**src/rtl/comp_pkg.sv**
```systemverilog
// rtl/comp_pkg.sv - shared FSM states and round-robin search for comp_arbiter
package comp_pkg;

   typedef enum logic [1:0] {
      IDLE = 2'd0,
      CMP  = 2'd1,
      RESP = 2'd2
   } state_e;

   localparam int RR_MAX   = 32;
   localparam int RR_IDX_W = 5;

   typedef struct packed {
      logic                found;
      logic [RR_IDX_W-1:0] idx;
   } rr_result_t;

   // First set bit at or above ptr, wrapping at nreq; walking offsets downward
   // lets the smallest offset be the last (and winning) assignment.
   function automatic rr_result_t rr_next(input logic [RR_MAX-1:0] req,
                                          input int ptr,
                                          input int nreq);
      rr_result_t res;
      int slot;
      res = '0;
      for (int k = RR_MAX - 1; k >= 0; k--) begin
         if (k < nreq) begin
            slot = ptr + k;
            if (slot >= nreq) slot = slot - nreq;
            if (req[slot]) begin
               res.found = 1'b1;
               res.idx   = RR_IDX_W'(slot);
            end
         end
      end
      return res;
   endfunction

endpackage

```
**src/rtl/comp.sv**
```systemverilog
// rtl/comp.sv - unsigned magnitude comparator
module comp #(
   parameter int WIDTH = 4
) (
   input  logic [WIDTH-1:0] a,
   input  logic [WIDTH-1:0] b,
   output logic             gt,
   output logic             eq,
   output logic             lt
);

   assign gt = (a > b);
   assign eq = (a == b);
   assign lt = (a < b);

endmodule

```
**src/rtl/comp_arbiter.sv**
```systemverilog
// rtl/comp_arbiter.sv - round-robin sequencer sharing one comparator among NREQ requesters
module comp_arbiter
   import comp_pkg::*;
#(
   parameter int WIDTH = 4,
   parameter int NREQ  = 4
) (
   input  logic                  clk,
   input  logic                  rst_n,
   input  logic [NREQ-1:0]       req,
   input  logic [NREQ*WIDTH-1:0] a_in,
   input  logic [NREQ*WIDTH-1:0] b_in,
   output logic [NREQ-1:0]       gnt,
   output logic [NREQ-1:0]       rsp_valid,
   output logic                  rsp_gt,
   output logic                  rsp_eq,
   output logic                  rsp_lt,
   input  logic [NREQ-1:0]       rsp_ack,
   output logic                  busy
);

   localparam int SEL_W = $clog2(NREQ);
   localparam logic [NREQ-1:0] ONE = NREQ'(1);

   state_e            state_q, state_d;
   logic [SEL_W-1:0]  ptr_q, ptr_d;
   logic [SEL_W-1:0]  sel_q, sel_d;
   logic [WIDTH-1:0]  a_q, a_d, b_q, b_d;
   logic [NREQ-1:0]   gnt_q, gnt_d;
   logic [NREQ-1:0]   rsp_valid_q, rsp_valid_d;
   logic              rsp_gt_q, rsp_gt_d;
   logic              rsp_eq_q, rsp_eq_d;
   logic              rsp_lt_q, rsp_lt_d;
   logic              cmp_gt, cmp_eq, cmp_lt;
   rr_result_t        rr;
   logic [SEL_W-1:0]  win;

   comp #(.WIDTH(WIDTH)) u_comp (
      .a  (a_q),
      .b  (b_q),
      .gt (cmp_gt),
      .eq (cmp_eq),
      .lt (cmp_lt)
   );

   always_comb begin
      rr  = rr_next(RR_MAX'(req), int'(ptr_q), NREQ);
      win = SEL_W'(rr.idx);
   end

   always_comb begin
      state_d     = state_q;
      ptr_d       = ptr_q;
      sel_d       = sel_q;
      a_d         = a_q;
      b_d         = b_q;
      gnt_d       = '0;
      rsp_valid_d = rsp_valid_q;
      rsp_gt_d    = rsp_gt_q;
      rsp_eq_d    = rsp_eq_q;
      rsp_lt_d    = rsp_lt_q;
      unique case (state_q)
         IDLE: begin
            if (rr.found) begin
               sel_d   = win;
               a_d     = a_in[win*WIDTH +: WIDTH];
               b_d     = b_in[win*WIDTH +: WIDTH];
               gnt_d   = ONE << win;
               ptr_d   = (win == SEL_W'(NREQ - 1)) ? '0 : win + SEL_W'(1);
               state_d = CMP;
            end
         end
         CMP: begin
            rsp_gt_d    = cmp_gt;
            rsp_eq_d    = cmp_eq;
            rsp_lt_d    = cmp_lt;
            rsp_valid_d = ONE << sel_q;
            state_d     = RESP;
         end
         RESP: begin
            // Only the served requester can retire the result.
            if (rsp_ack[sel_q]) begin
               rsp_valid_d = '0;
               rsp_gt_d    = 1'b0;
               rsp_eq_d    = 1'b0;
               rsp_lt_d    = 1'b0;
               state_d     = IDLE;
            end
         end
         default: state_d = IDLE;
      endcase
   end

   always_ff @(posedge clk or negedge rst_n) begin
      if (!rst_n) begin
         state_q     <= IDLE;
         ptr_q       <= '0;
         sel_q       <= '0;
         a_q         <= '0;
         b_q         <= '0;
         gnt_q       <= '0;
         rsp_valid_q <= '0;
         rsp_gt_q    <= 1'b0;
         rsp_eq_q    <= 1'b0;
         rsp_lt_q    <= 1'b0;
      end else begin
         state_q     <= state_d;
         ptr_q       <= ptr_d;
         sel_q       <= sel_d;
         a_q         <= a_d;
         b_q         <= b_d;
         gnt_q       <= gnt_d;
         rsp_valid_q <= rsp_valid_d;
         rsp_gt_q    <= rsp_gt_d;
         rsp_eq_q    <= rsp_eq_d;
         rsp_lt_q    <= rsp_lt_d;
      end
   end

   assign gnt       = gnt_q;
   assign rsp_valid = rsp_valid_q;
   assign rsp_gt    = rsp_gt_q;
   assign rsp_eq    = rsp_eq_q;
   assign rsp_lt    = rsp_lt_q;
   assign busy      = (state_q != IDLE);

endmodule

```
**config.mk**
```make
export PLATFORM = sky130hd
export DESIGN_NAME = comp_arbiter
export DESIGN_NICKNAME = d
export VERILOG_FILES = /design/src/rtl/comp_pkg.sv /design/src/rtl/comp.sv /design/src/rtl/comp_arbiter.sv
export SDC_FILE = /design/constraint.sdc
export NUM_CORES = 1
export LEC_CHECK = 0
export BUFFER_PORTS_ARGS = -buffer_cell sky130_fd_sc_hd__buf_2
export CORE_AREA = 2 2 66 68
export CTS_CLUSTER_DIAMETER = 30
export DETAILED_ROUTE_END_ITERATION = 8
export DIE_AREA = 0 0 68 70
export PLACE_DENSITY = 0.68
export SKIP_CTS_REPAIR_TIMING = 1
export SLEW_MARGIN = 10
export SYNTH_ARGS = -nofsm -noshare
export SYNTH_HDL_FRONTEND = slang
export SYNTH_HIERARCHICAL = 1
export SYNTH_SLANG_ARGS = --single-unit
```
**constraint.sdc**
```tcl
create_clock -name clk -period 3.4 [get_ports clk]
set_input_delay 0.34 -clock clk [delete_from_list [all_inputs] [get_ports clk]]
set_output_delay 0.34 -clock clk [all_outputs]
set_load 0.01 [all_outputs]
```
* Word-level counts from Yosys, hierarchy flattened
Index checks and enable logic that the tools add are counted.
** Operators by class
- Add/subtract/negate cells :: 8
- Order comparisons :: 11
- Equality and inequality tests :: 6
- Shift operators :: 4
- Multiplexer cells :: 34
- Reductions and logical operators :: 6
** Operator list (number)
- < comparator 32 x 7 -> 1 bit (second input constant) :: 4
- two-way mux 32 bit :: 4
- variable part select 16 x 5 -> 4 bit :: 2
- two-way mux 6 bit :: 4
- binary-select mux 1 bit (select 5 bit) :: 4
- two-way mux 4 bit :: 3
- subtractor 3 x 3 -> 4 bit (second input constant) :: 3
- two-way mux 1 bit :: 10
- greater-or-equal comparator 3 bit (second input constant) :: 3
- one-hot mux 4 bit (2 select lines) :: 1
- left shift 1 x 2 -> 4 bit (first input constant) :: 2
- adder 2 x 2 -> 3 bit (second input constant) :: 2
- two-way mux 2 bit :: 3
- one-hot mux 1 bit (2 select lines) :: 3
- one-hot mux 2 bit (3 select lines) :: 1
- AND reduction 2 bit :: 3
- == test 2 bit (second input constant) :: 2
- == test 4 bit :: 1
- greater-than comparator 4 bit :: 1
- < comparator 4 bit :: 1
- inequality test 2 bit (second input constant) :: 2
- nonzero test 2 bit :: 2
- subtractor 2 x 3 -> 4 bit (second input constant) :: 1
- adder 2 x 1 -> 3 bit (second input constant) :: 1
- other kinds (6) :: 6
** Word-level totals
- Register bits after elaboration :: 25
- Input port bits :: 42
- Output and inout port bits :: 12
- Word-level logic and storage cells :: 79

* Longest topological paths before layout
- Depth after elaboration :: 13
- Mapped depth :: 11
- Mapped depth without buffers :: 9

* By module
The synthesis kept the hierarchy.
** Modules (own cells, without submodules)
- comp_arbiter :: times used 1, cells each 138, area each 1574.0 um^2, seq. area each 625.6 um^2
- comp :: times used 1, cells each 16, area each 128.9 um^2, seq. area each 0.0 um^2

* Least setup slack after synthesis
OpenSTA, ideal clock, no wires.
- Kind :: register to register
- Start point :: reg ptr_q[0]
- End point :: reg ptr_q[0]
- Library setup time :: 0.083 ns
- Data arrival time :: 2.421 ns
- Data required time :: 3.317 ns
- Setup slack :: 0.896 ns
- Cell stages (with the launch flop) :: 11
- Path buffers :: 2
- Clock period less this slack :: 2.504 ns
- Cell sequence :: dfrtp_1 > buf_6 > inv_1 > ha_1 > or3_1 > a31oi_1 > o2bb2ai_1 > buf_2 > ha_1 > or3_1 > o21ai_0
** On the way
- Cells in the longest elaborated chain, start to end :: 12
- Elaborated cells between the ends (all ways) :: 35
- Classes of those cells :: add/sub (8); order compare (4); eq/ne (1); mux (21); reduce/logical (1)
** RTL lines
- start, declared :: RTL line comp_arbiter.sv:26 : logic [SEL_W-1:0] ptr_q, ptr_d;
- start signal, assigned :: RTL line comp_arbiter.sv:108 : ptr_q <= ptr_d;
- adder 2 x 2 -> 3 bit :: RTL line comp_pkg.sv:28 : slot = ptr + k;
- subtractor 3 x 3 -> 4 bit or greater-or-equal comparator 3 bit (tied branches) :: RTL line comp_pkg.sv:29 : if (slot >= nreq) slot = slot - nreq;
- two-way mux 32 bit :: RTL line comp_pkg.sv:29
- binary-select mux 1 bit (select 5 bit) :: RTL line comp_pkg.sv:30 : if (req[slot]) begin
- two-way mux 1 bit (not written as such) (2 in a row) :: RTL line comp_pkg.sv:30
- two-way mux 6 bit (3 in a row) :: RTL line comp_pkg.sv:30
- two-way mux 6 bit * :: RTL line comp_pkg.sv:30
- adder 2 x 1 -> 2 bit or == test 2 bit (tied branches) :: RTL line comp_arbiter.sv:69 : ptr_d = (win == SEL_W'(NREQ - 1)) ? '0 : win + SEL_W'(1);
- two-way mux 2 bit :: RTL line comp_arbiter.sv:69
Every way passes the cells marked *; elsewhere a longest branch is shown, timed or not. The select of a mux whose other input is x is not followed.
A chain may end at the register's enable or synchronous reset.

* Worst setup path in the final report
- Start point :: reg ptr_q[1]
- End point :: reg a_q[2]
** On the way
- Cells in the longest elaborated chain, start to end :: 11
- Elaborated cells between the ends (all ways) :: 33
- Classes of those cells :: add/sub (7); order compare (4); shift (1); mux (20); reduce/logical (1)
** RTL lines
- adder 2 x 2 -> 3 bit :: RTL line comp_pkg.sv:28
- subtractor 3 x 3 -> 4 bit or greater-or-equal comparator 3 bit (tied branches) :: RTL line comp_pkg.sv:29
- two-way mux 32 bit :: RTL line comp_pkg.sv:29
- binary-select mux 1 bit (select 5 bit) :: RTL line comp_pkg.sv:30
- two-way mux 1 bit (not written as such) (2 in a row) :: RTL line comp_pkg.sv:30
- two-way mux 6 bit (3 in a row) :: RTL line comp_pkg.sv:30
- two-way mux 6 bit * :: RTL line comp_pkg.sv:30
- variable part select 16 x 5 -> 4 bit or AND reduction 2 bit (tied branches)
- end signal, assigned :: RTL line comp_arbiter.sv:99 : a_q <= '0;
- end signal, assigned :: RTL line comp_arbiter.sv:110 : a_q <= a_d;
- end, declared :: RTL line comp_arbiter.sv:28 : logic [WIDTH-1:0] a_q, a_d, b_q, b_d;
Marked as above.

==> flow_summary.toml <==
[outcome]
status = "completed"

[route]
first_pass_iters = 4
drc = 0
drt_first_iter_violations = 67
routed_via_density = 5.27
wire_per_inst_um = 13.4
vias = 1376
totalWireLength_um = 3500
postRouteAntennaNets = 0

[power_and_ir_drop]
power_density_nw_per_um2 = 1050
p_comb_share_pct = 67.8
p_leak_nw = 1.02
clockPowerShare_pct = 8.3
seqPwrFrac_pct = 23.9
vdd_drop_max_v = 0.000488
switchingPower_mw = 0.992
netSwitchingFraction_pct = 45.7
cellInternalPower_mw = 1.18

[clock_tree]
clk_path_buf_depth = 2
clk_pin_slew_ns = 0.09
h-tree-depth = 1
clock_latency_ns = 0.27
cts_tree = "built"
cts_sinks = 25
cts_root_buffer = "clkbuf_8"
cts_made_buffers = 3

[place]
gp_congestion = 0.809
dp_slack_ns = 0.545
port_buffers = 53
dp_hpwl_um = 2770

[synthesis]
synth.yosys.seq_area_share_pct = 36.7
syn-mean-instance-area_um2 = 11.1
synth_edf_count = 0
async_flop_share_pct = 100
syn-cell-area_um2 = 1700
ys_ff_latch = 25
yosysUniqueCellTypes = 44
syn_nets = 206
postSynthCellCount = 154
yosys_warnings = 6
synth_top_flop_cell = "dfrtp_1"

[floorplan]
core_area_um2 = 4140
die_w_um = 68
ios = 54
num_rows = 24
dieArea_um2 = 4760
die_h_um = 70
initial_core_util_pct = 41.1

[critical_path]
crit_chain = "inv_1, ha_1, nand2b_1, a21oi_1, a2111oi_0, o2bb2ai_2, buf_4, mux2i_1, o221ai_2"
cp-end-kind = "register"
path_max_fanout = 14
critPathLaunchType = "register"
crit_path_max_incr_delay_ns = 0.52
worst-endpoint-required_ns = 3.55
crit_type = "register to register"
cp_data_arrival_time_ns = 2.99
cp_slowest_cell = "dfrtp_1"

[sta]
finalSetupTns_ns = 0
final.min_clock_period_ns = 2.83
slew_headroom_pct = 56.6
fmax_mhz = 353
worst_pin_slew_ns = 0.648
timing_hold_violations_final = 0
rsz0062_at_grt = "false"
period_share_pct = 83.4
clock-skew-final_ns = 0.00341
drv_slew = 0
setup_viol = 0
fin_ws_ns = 0.565

[grt]
first_global_vias = 1280
overflow = 0
antenna_found_initial = 0
track_usage_pct = 15.3
grt_max_degree = 26
grt_pass1_wl_um = 5650

[layout]
nets = 262
layout-drive-gt1-share_pct = 41.6
area_delta_synth_final_pct = 21.5
fin_util_pct = 49.9
insertedDiodeCount = 0

[run]
drv_cap = 0

[min_path]
hold_path.class = "primary input to asynchronous set/reset pin"
layout by cell type, fill, tap and decap left out, types with 2 or more instances in the layout:
cell type / instances
dfrtp_1: 25
a22o_1: 4
nand2_1: 10
inv_1: 16
o211ai_1: 2
buf_2: 53
nor2b_1: 4
mux2_4: 2
ha_1: 10
and2_1: 2
or3_1: 2
o221ai_2: 8
a32oi_1: 8
a21oi_1: 4
o21ai_0: 5
nor2_1: 7
o31ai_1: 2
nand2b_1: 4
clkbuf_8: 3
mux2i_1: 10
buf_4: 3
power groups by stage:
stage,Sequential (mW),Combinational [mW],Clock (mW)
6_report,0.519,1.47,0.180
5_1_grt,0.541,1.61,0.197
4_1_cts,0.521,1.48,0.188
3_5_place_dp,0.529,1.48,0
3_3_place_gp,0.523,1.46,0
2_1_floorplan,0.528,1.18,0
sequential cells by signal, summed over array words and instances (netlist names):
signal / cells
a_q: 4
state_q: 2
rsp_valid: 4
ptr_q: 2
rsp_eq: 1
b_q: 4
rsp_lt: 1
rsp_gt: 1
sel_q: 2
gnt: 4
per-layer routing:
metal,part of all wire (%),global-route usage [%]
met1,46,19.5
met2,48,25.9
met3,5.1,4.03
met4,0.89,2.67
met5,0,0
cells in the mapped netlist, types with 4 or more instances:
master / number / area share (%)
mux2i_1: 10 / 5.9
dfrtp_1: 25 / 37
inv_1: 16 / 3.5
nor2b_1: 4 / 1.5
nor2_1: 7 / 1.5
o21ai_0: 5 / 1.5
a22o_1: 4 / 2.1
nand2_1: 10 / 2.2
nand2b_1: 4 / 1.5
a21oi_1: 4 / 1.2
a32oi_1: 8 / 4.1
ha_1: 10 / 7.3
o221ai_2: 8 / 7.1
path summary, 6_finish.rpt:
kind                              start            to  slack [ns]  cells after the start
max                            ptr_q[1]        a_q[2]        0.57                      9
min                               rst_n        gnt[2]        0.05                      1
max reg2reg                    ptr_q[1]        a_q[2]        0.57                      9
min reg2reg                rsp_valid[0]  rsp_valid[0]        0.48                      2
max in group asynchronous         rst_n        b_q[0]        2.99                      1
min in group clk                a_in[5]        a_q[1]        0.33                      3
cell type report:
type	count	area [um2]
Fill cell	384	2080
Clock buffer	3	41.3
Clock inverter	1	7.51
Inverter	17	63.8
Timing Repair Buffer	56	288
Sequential cell	25	626
Multi-Input combinational cell	107	977
Tap cell	52	65.1
kinds of logic after synthesis:
group,count (synthesis),share of synthesized area (%)
AOI/OAI and AO/OA,44,25.0
adders and majority gates,10,7.35
buffers and inverters,22,6.24
DFF,25,36.7
muxes,15,11.2
and+or+nand+nor,38,13.5
through the flow:
| step | area (um2) | hold WS [ns] | instances | total power [mW] |
|---|---|---|---|---|
| 2_1_floorplan | 1700 | 0.0444 | 154 | 1.71 |
| 3_3_place_gp | 2020 | 0.365 | 257 | 1.98 |
| 3_5_place_dp | 2020 | 0.369 | 257 | 2.01 |
| 4_1_cts | 2070 | 0.0639 | 261 | 2.19 |
| 5_1_grt | 2070 | 0.0824 | 261 | 2.35 |
| 6_report | 2070 | 0.0466 | 261 | 2.17 |
critical path, delay by kind of cell (launching register included):
| family | cells | cell delay [ns] |
|---|---|---|
| flops | 1 | 0.52 |
| fa+ha+maj | 1 | 0.40 |
| compound gates | 4 | 1.01 |
| mux | 1 | 0.24 |
| buf+inv | 2 | 0.43 |
| simple gates | 1 | 0.11 |
Power figures use the tool's default switching activity.
